`config.mk`:
```
export PLATFORM = sky130hd
export DESIGN_NAME = instr_prefetch_queue
export DESIGN_NICKNAME = d
export VERILOG_FILES = /design/src/rtl/cpu_fetch_pkg.sv /design/src/rtl/instr_prefetch_queue_chk.sv /design/src/rtl/sync_fifo.sv /design/src/rtl/instr_prefetch_queue.sv
export SDC_FILE = /design/constraint.sdc
export NUM_CORES = 1
export LEC_CHECK = 0
export CORE_ASPECT_RATIO = 0.9
export CORE_MARGIN = 2
export CORE_UTILIZATION = 58
export CTS_CLUSTER_DIAMETER = 120
export DETAILED_ROUTE_END_ITERATION = 10
export PLACE_DENSITY = 0.8
export SYNTH_ARGS = -nofsm -noshare
export SYNTH_HDL_FRONTEND = slang
export SYNTH_SLANG_ARGS = --single-unit
```
`constraint.sdc`:
```
create_clock -name clk -period 3.9 [get_ports clk]
set_input_delay 0.78 -clock clk [delete_from_list [all_inputs] [get_ports clk]]
set_output_delay 0.78 -clock clk [all_outputs]
set_load 0.02 [all_outputs]
```
`src/rtl/cpu_fetch_pkg.sv`:
```
// Shared types for the fetch stage: FSM state encoding and a queue entry layout.
package cpu_fetch_pkg;
  localparam int PC_W_DEF = 30;

  typedef enum logic [0:0] {
    RUN   = 1'b0,
    FLUSH = 1'b1
  } fetch_state_t;

  typedef struct packed {
    logic [31:0]         instr;
    logic [PC_W_DEF-1:0] pc;
  } fetch_entry_t;
endpackage

```
`src/rtl/instr_prefetch_queue_chk.sv`:
```
// Protocol and credit invariants of the prefetch queue.
module instr_prefetch_queue_chk #(
  parameter int DEPTH = 4,
  parameter int CNT_W = 3
) (
  input logic             clk,
  input logic             rst_n,
  input logic             run_i,
  input logic             rvalid_i,
  input logic [CNT_W-1:0] live_i,
  input logic [CNT_W:0]   used_i,
  input logic [CNT_W-1:0] outst_i,
  input logic [CNT_W-1:0] tag_count_i,
  input logic             grant_i,
  input logic             tag_full_i,
  input logic             tag_empty_i,
  input logic             q_push_i,
  input logic             q_full_i
);
  a_orphan_rsp: assert property (@(posedge clk) disable iff (!rst_n)
    rvalid_i |-> (live_i != {CNT_W{1'b0}}));
  a_credit_bound: assert property (@(posedge clk) disable iff (!rst_n)
    used_i <= (CNT_W+1)'(DEPTH));
  a_tag_tracks_outst: assert property (@(posedge clk) disable iff (!rst_n)
    run_i |-> (tag_count_i == outst_i));
  a_tag_no_overflow: assert property (@(posedge clk) disable iff (!rst_n)
    grant_i |-> !tag_full_i);
  a_tag_available: assert property (@(posedge clk) disable iff (!rst_n)
    q_push_i |-> !tag_empty_i);
  a_queue_no_overflow: assert property (@(posedge clk) disable iff (!rst_n)
    q_push_i |-> !q_full_i);
endmodule

```
`src/rtl/sync_fifo.sv`:
```
// Power-of-two synchronous FIFO with flush; head data is read straight from storage.
module sync_fifo #(
  parameter int WIDTH = 8,
  parameter int DEPTH = 4
) (
  input  logic                   clk,
  input  logic                   rst_n,
  input  logic                   flush_i,
  input  logic                   push_i,
  input  logic [WIDTH-1:0]       wdata_i,
  input  logic                   pop_i,
  output logic [WIDTH-1:0]       rdata_o,
  output logic                   full_o,
  output logic                   empty_o,
  output logic [$clog2(DEPTH):0] count_o
);
  localparam int AW = $clog2(DEPTH);

  logic [WIDTH-1:0] mem_q [DEPTH];
  logic [AW-1:0]    wr_ptr_q, rd_ptr_q;
  logic [AW:0]      count_q;
  logic             do_push_s, do_pop_s;

  // A full FIFO still accepts a push when the head leaves in the same cycle.
  assign do_pop_s  = pop_i & ~empty_o;
  assign do_push_s = push_i & (~full_o | do_pop_s);
  assign full_o    = (count_q == (AW+1)'(DEPTH));
  assign empty_o   = (count_q == {(AW+1){1'b0}});
  assign count_o   = count_q;
  assign rdata_o   = mem_q[rd_ptr_q];

  // Storage array
  always_ff @(posedge clk or negedge rst_n) begin
    if (!rst_n) begin
      for (int i = 0; i < DEPTH; i++) mem_q[i] <= {WIDTH{1'b0}};
    end else if (do_push_s && !flush_i) begin
      mem_q[wr_ptr_q] <= wdata_i;
    end
  end

  // Pointers and occupancy
  always_ff @(posedge clk or negedge rst_n) begin
    if (!rst_n) begin
      wr_ptr_q <= {AW{1'b0}};
      rd_ptr_q <= {AW{1'b0}};
      count_q  <= {(AW+1){1'b0}};
    end else if (flush_i) begin
      wr_ptr_q <= {AW{1'b0}};
      rd_ptr_q <= {AW{1'b0}};
      count_q  <= {(AW+1){1'b0}};
    end else begin
      if (do_push_s) wr_ptr_q <= wr_ptr_q + AW'(1);
      if (do_pop_s)  rd_ptr_q <= rd_ptr_q + AW'(1);
      case ({do_push_s, do_pop_s})
        2'b10:   count_q <= count_q + (AW+1)'(1);
        2'b01:   count_q <= count_q - (AW+1)'(1);
        default: count_q <= count_q;
      endcase
    end
  end
endmodule

```
`src/rtl/instr_prefetch_queue.sv`:
```
// Credit-limited sequential instruction prefetcher; redirect flushes the queue and
// drains stale in-flight responses before fetching resumes at the new address.
module instr_prefetch_queue
  import cpu_fetch_pkg::*;
#(
  parameter int              DEPTH    = 4,
  parameter int              PC_W     = PC_W_DEF,
  parameter logic [PC_W-1:0] RESET_PC = {PC_W{1'b0}}
) (
  input  logic            clk,
  input  logic            rst_n,
  input  logic            redirect,
  input  logic [PC_W-1:0] redirect_pc,
  output logic            imem_req,
  output logic [PC_W-1:0] imem_addr,
  input  logic            imem_gnt,
  input  logic            imem_rvalid,
  input  logic [31:0]     imem_rdata,
  output logic            out_valid,
  output logic [31:0]     out_instr,
  output logic [PC_W-1:0] out_pc,
  input  logic            out_ready
);
  localparam int CNT_W = $clog2(DEPTH) + 1;
  localparam int EW    = 32 + PC_W;

  fetch_state_t    state_q, state_d;
  logic [PC_W-1:0] fetch_pc_q, fetch_pc_d;
  logic            req_q, req_d;
  logic [CNT_W-1:0] outst_q, outst_d, discard_q, discard_d;
  logic [CNT_W-1:0] live_s, q_count_s, tag_count_s;
  logic [CNT_W:0]   used_s, credit_s;
  logic            run_s, grant_s, rsp_s, q_push_s, q_pop_s;
  logic            q_empty_s, q_full_s, tag_empty_s, tag_full_s;
  logic [EW-1:0]   q_rdata_s;
  logic [PC_W-1:0] tag_rdata_s;

  assign run_s   = (state_q == RUN);
  assign grant_s = req_q & imem_gnt;
  assign live_s  = run_s ? outst_q : discard_q;
  // A response with nothing in flight is a protocol error and is dropped.
  assign rsp_s    = imem_rvalid & (live_s != {CNT_W{1'b0}});
  assign q_push_s = run_s & rsp_s;
  assign q_pop_s  = ~q_empty_s & out_ready & ~redirect;
  assign used_s   = {1'b0, q_count_s} + {1'b0, outst_q};
  // Pops this cycle are deliberately not credited until the following cycle.
  assign credit_s = used_s + (CNT_W+1)'(grant_s);

  assign imem_req  = req_q;
  assign imem_addr = fetch_pc_q;
  assign out_valid = ~q_empty_s;
  assign out_instr = q_rdata_s[PC_W +: 32];
  assign out_pc    = q_rdata_s[PC_W-1:0];

  // Next-state logic: redirect overrides everything, FLUSH only drains stale responses
  always_comb begin
    state_d    = state_q;
    fetch_pc_d = fetch_pc_q;
    outst_d    = outst_q;
    discard_d  = discard_q;
    req_d      = 1'b0;
    if (redirect) begin
      fetch_pc_d = redirect_pc;
      outst_d    = {CNT_W{1'b0}};
      discard_d  = live_s + CNT_W'(grant_s) - CNT_W'(rsp_s);
      state_d    = (discard_d != {CNT_W{1'b0}}) ? FLUSH : RUN;
    end else if (run_s) begin
      fetch_pc_d = grant_s ? (fetch_pc_q + PC_W'(1)) : fetch_pc_q;
      outst_d    = outst_q + CNT_W'(grant_s) - CNT_W'(rsp_s);
      req_d      = (credit_s < (CNT_W+1)'(DEPTH));
    end else begin
      if (rsp_s) begin
        discard_d = discard_q - CNT_W'(1);
        state_d   = (discard_q == CNT_W'(1)) ? RUN : FLUSH;
      end else begin
        discard_d = discard_q;
      end
    end
  end

  // State registers
  always_ff @(posedge clk or negedge rst_n) begin
    if (!rst_n) begin
      state_q    <= RUN;
      fetch_pc_q <= RESET_PC;
      req_q      <= 1'b0;
      outst_q    <= {CNT_W{1'b0}};
      discard_q  <= {CNT_W{1'b0}};
    end else begin
      state_q    <= state_d;
      fetch_pc_q <= fetch_pc_d;
      req_q      <= req_d;
      outst_q    <= outst_d;
      discard_q  <= discard_d;
    end
  end

  sync_fifo #(.WIDTH(EW), .DEPTH(DEPTH)) u_instr_q (
    .clk     (clk),
    .rst_n   (rst_n),
    .flush_i (redirect),
    .push_i  (q_push_s),
    .wdata_i ({imem_rdata, tag_rdata_s}),
    .pop_i   (q_pop_s),
    .rdata_o (q_rdata_s),
    .full_o  (q_full_s),
    .empty_o (q_empty_s),
    .count_o (q_count_s)
  );

  sync_fifo #(.WIDTH(PC_W), .DEPTH(DEPTH)) u_tag_q (
    .clk     (clk),
    .rst_n   (rst_n),
    .flush_i (redirect),
    .push_i  (grant_s),
    .wdata_i (fetch_pc_q),
    .pop_i   (q_push_s),
    .rdata_o (tag_rdata_s),
    .full_o  (tag_full_s),
    .empty_o (tag_empty_s),
    .count_o (tag_count_s)
  );

  instr_prefetch_queue_chk #(.DEPTH(DEPTH), .CNT_W(CNT_W)) u_chk (
    .clk         (clk),
    .rst_n       (rst_n),
    .run_i       (run_s),
    .rvalid_i    (imem_rvalid),
    .live_i      (live_s),
    .used_i      (used_s),
    .outst_i     (outst_q),
    .tag_count_i (tag_count_s),
    .grant_i     (grant_s),
    .tag_full_i  (tag_full_s),
    .tag_empty_i (tag_empty_s),
    .q_push_i    (q_push_s),
    .q_full_i    (q_full_s)
  );
endmodule

```
==> results.ini <==
[run_status]
status=finished clean

[grt]
grt_pass1_vias=12000
overflow=0
grtUsageTotal=0.244
grt_pass1_wl_mm=66.3
grt_antenna_before_repair=0
grt_max_degree=111

[sta]
fin_crit_sh=0.893
worst_pin_slew_ns=1.13
fin_setup_tns_ns=0
drv_slew=0
max_slew_margin=0.248
skew_ns=0.0102
timing.fmax_mhz=287
rsz0062_at_grt=no
finalHoldViolCount=0
setup_viol=0
min_period_ns=3.48
setup_ws_ns=0.415

[detailed_routing]
dr_wl_met3_mm=1.71
wl_per_cell_um=21.7
wl_met2_mm=19.3
antenna_left=0
top_layer_used=met4
drt_pass1_iterations=4
drt_iter0_drc=643
drc=0
viasPerCell=5.97
m1WireLength_mm=18.7
vias=11100
routed_wl_mm=40.4

[floorplan]
die_area_sq_mm=0.0346
initial_core_util=0.586
die_x_um=196
rows=63
core_sq_mm=0.0328
io_pins=162
fp.dieH_um=177

[logic_synthesis]
syn_area_sq_mm=0.0192
synth_enable_flop_cells=0
synthArstFlopShare=1.00
ys_seq_area_frac=0.547
synth_nets=1351
ys_ff_latch=420
yosysWarningCount=0
synth_cells=1262
avgSynthCellArea_sq_um=15.2
synth-main-ff-cell=dfrtp_1
ys_types=53

[clock_network]
tritoncts=yes
clk-insertion-delay-late_ns=0.53
post-cts-setup-buffers=0
clkSinkCount=420
ctsHoldBuffers=0
cts_resized=0
cts-htree-levels=2
root_buffer=clkbuf_16
cts_made_buffers=42
clockBufferDepth=3
clk_pin_slew_worst_paths_ns=0.06

[power_and_ir_drop]
power.internal_mw=9.79
p_seq_frac=0.421
pwr-share-comb=0.297
ir_drop_mv=0.306
powerDensity_mw_per_mm2=619
total_power_mw=13.9
clkPwrFrac=0.282
p_switching_mw=4.12
cellLeakagePower_nw=10.4
switching_share=0.296

[cells_and_area]
multi_input_area_sq_mm=0.00811
finalNetCount=1499
fillCellCount=2225
utilization=0.686
fin_area_sq_mm=0.0225
diodes=0
drive_above_1_share=0.388
regArea_sq_mm=0.0105
area_delta_synth_final_pct=17.1

[setup_path]
r2r-start=outst_q[1]
crit_path_end_kind=output pin
slowest_delay_ns=0.68
crit_chain=buf_12, mux4_2, clkdlybuf4s50_1
worstSetupStartpointType=register
r2r_slack_ns=1.03
path_class=reg -> out
cp_data_required_time_ns=3.12
rr_worst_depth=10
reg2reg_to=outst_q[2]
cp_max_fo=30
crit_arrival_ns=2.70
slowest_stage=dfrtp_4

[placement]
dp_slack_ns=0.571
post_dp_cell_area_sq_mm=0.0212
hpwl_mm=25.5
port_buffers=161
gp_congestion=0.763

[min_path]
worst_hold_path_type=in -> async

[job]
drv_cap=0

## sequential cells by signal (all words and copies together), names as in the netlist
register	count
u_tag_q.wr_ptr_q	2
u_instr_q.wr_ptr_q	2
u_tag_q.mem_q	120
u_instr_q.mem_q	248
u_instr_q.rd_ptr_q	2
outst_q	3
u_instr_q.count_o	3
state_q	1
imem_req	1
discard_q	3
u_tag_q.rd_ptr_q	2
imem_addr	30
u_tag_q.count_o	3
## per-layer routing
layer / up-vias / GRT usage
met5: - / 0
met4: 0 / 0.0565
met3: 56 / 0.0356
met2: 246 / 0.396
met1: 5893 / 0.356
li1: 4917 / -
## cells in the mapped netlist (all sizes together) (2+ instances only)
| cell type | number | area (sq um) |
|---|---|---|
| a31oi | 3 | 18.8 |
| mux4 | 92 | 2070 |
| o21ai | 35 | 175 |
| nand3 | 17 | 85.1 |
| buf | 53 | 423 |
| and3 | 3 | 18.8 |
| o221ai | 2 | 17.5 |
| nor2 | 26 | 97.6 |
| and2 | 5 | 31.3 |
| o211ai | 2 | 15.0 |
| ha | 17 | 213 |
| xnor2 | 17 | 149 |
| a21o | 2 | 15.0 |
| dfrtp | 420 | 10500 |
| a21oi | 7 | 35.0 |
| nor4b | 3 | 32.5 |
| nor4 | 3 | 40.0 |
| inv | 14 | 52.6 |
| nor3 | 10 | 55.1 |
| mux2 | 371 | 4180 |
| or3 | 6 | 38.8 |
| nand2 | 57 | 226 |
| xor2 | 24 | 210 |
| clkbuf | 31 | 118 |
| nand3b | 4 | 30.0 |
| mux2i | 7 | 70.1 |
| fa | 4 | 80.1 |
| nand4 | 14 | 87.6 |
## placed cells by master (no fill, tap or decap), drive strengths merged, types with 4 or more instances in the layout
cell type,n
mux2,371
and2,5
xnor2,17
mux4,92
nand4,14
or3,6
nand3b,4
clkinv,9
fa,4
nor3,10
nand3,17
inv,15
mux2i,7
dfrtp,420
nor2,26
buf,29
clkbuf,62
a21oi,7
xor2,24
o21ai,35
clkdlybuf4s50,159
nand2,57
ha,17
## final cells by class
cell class	instances	area share
sequential	420	0.468
multi-input combinational	744	0.361
timing repair buffer	188	0.0868
clock buffer	62	0.0541
tap	422	0.0235
clock inverter	12	0.00506
inverter	14	0.00234
## per-stage QoR
stage / instances / hold WS [ns]
after detailed placement: 1788 / 0.481
final: 1862 / 0.248
after global routing: 1862 / 0.332
after floorplan: 1262 / 0.459
after CTS: 1862 / 0.306
after global placement: 1788 / 0.468
## power by group through the flow
stage | clock network [mW] | logic [mW] | registers (mW)
global placement | 0 | 4.06 | 5.85
CTS | 4.00 | 4.18 | 5.85
detailed placement | 0 | 4.16 | 5.91
floorplan | 0 | 2.76 | 5.66
finish | 3.92 | 4.14 | 5.85
global route | 4.19 | 4.45 | 5.97
## logic make-up (layout without fill, tap and decap cells)
kind of cell    Yosys count  count (layout)  share of synthesized area
compound gates           58              58                     0.0182
flops                   420             420                      0.547
xor+xnor                 41              41                     0.0187
simple gates            154             154                     0.0411
buf+inv                  98             276                     0.0309
mux                     470             470                      0.329
fa+ha+maj                21              21                     0.0152
## worst max-delay path by stage
| stage | startpoint | end | slack [ns] |
|---|---|---|---|
| floorplan | redirect | u_instr_q.count_o[2] | 1.15 |
| global placement | imem_gnt | outst_q[2] | 0.58 |
| detailed placement | imem_gnt | outst_q[2] | 0.57 |
| CTS | u_instr_q.rd_ptr_q[0] | out_pc[8] | 0.35 |
| global route | u_instr_q.rd_ptr_q[0] | out_pc[0] | 0.28 |
| finish | u_instr_q.rd_ptr_q[0] | out_pc[8] | 0.42 |
## critical path: cells and delay by family (launching register included)
family | cells | cell delay [ns]
buffers and inverters | 2 | 0.89
flip-flops | 1 | 0.68
multiplexers | 1 | 0.58
No activity file was read; power rests on OpenSTA's default activity.
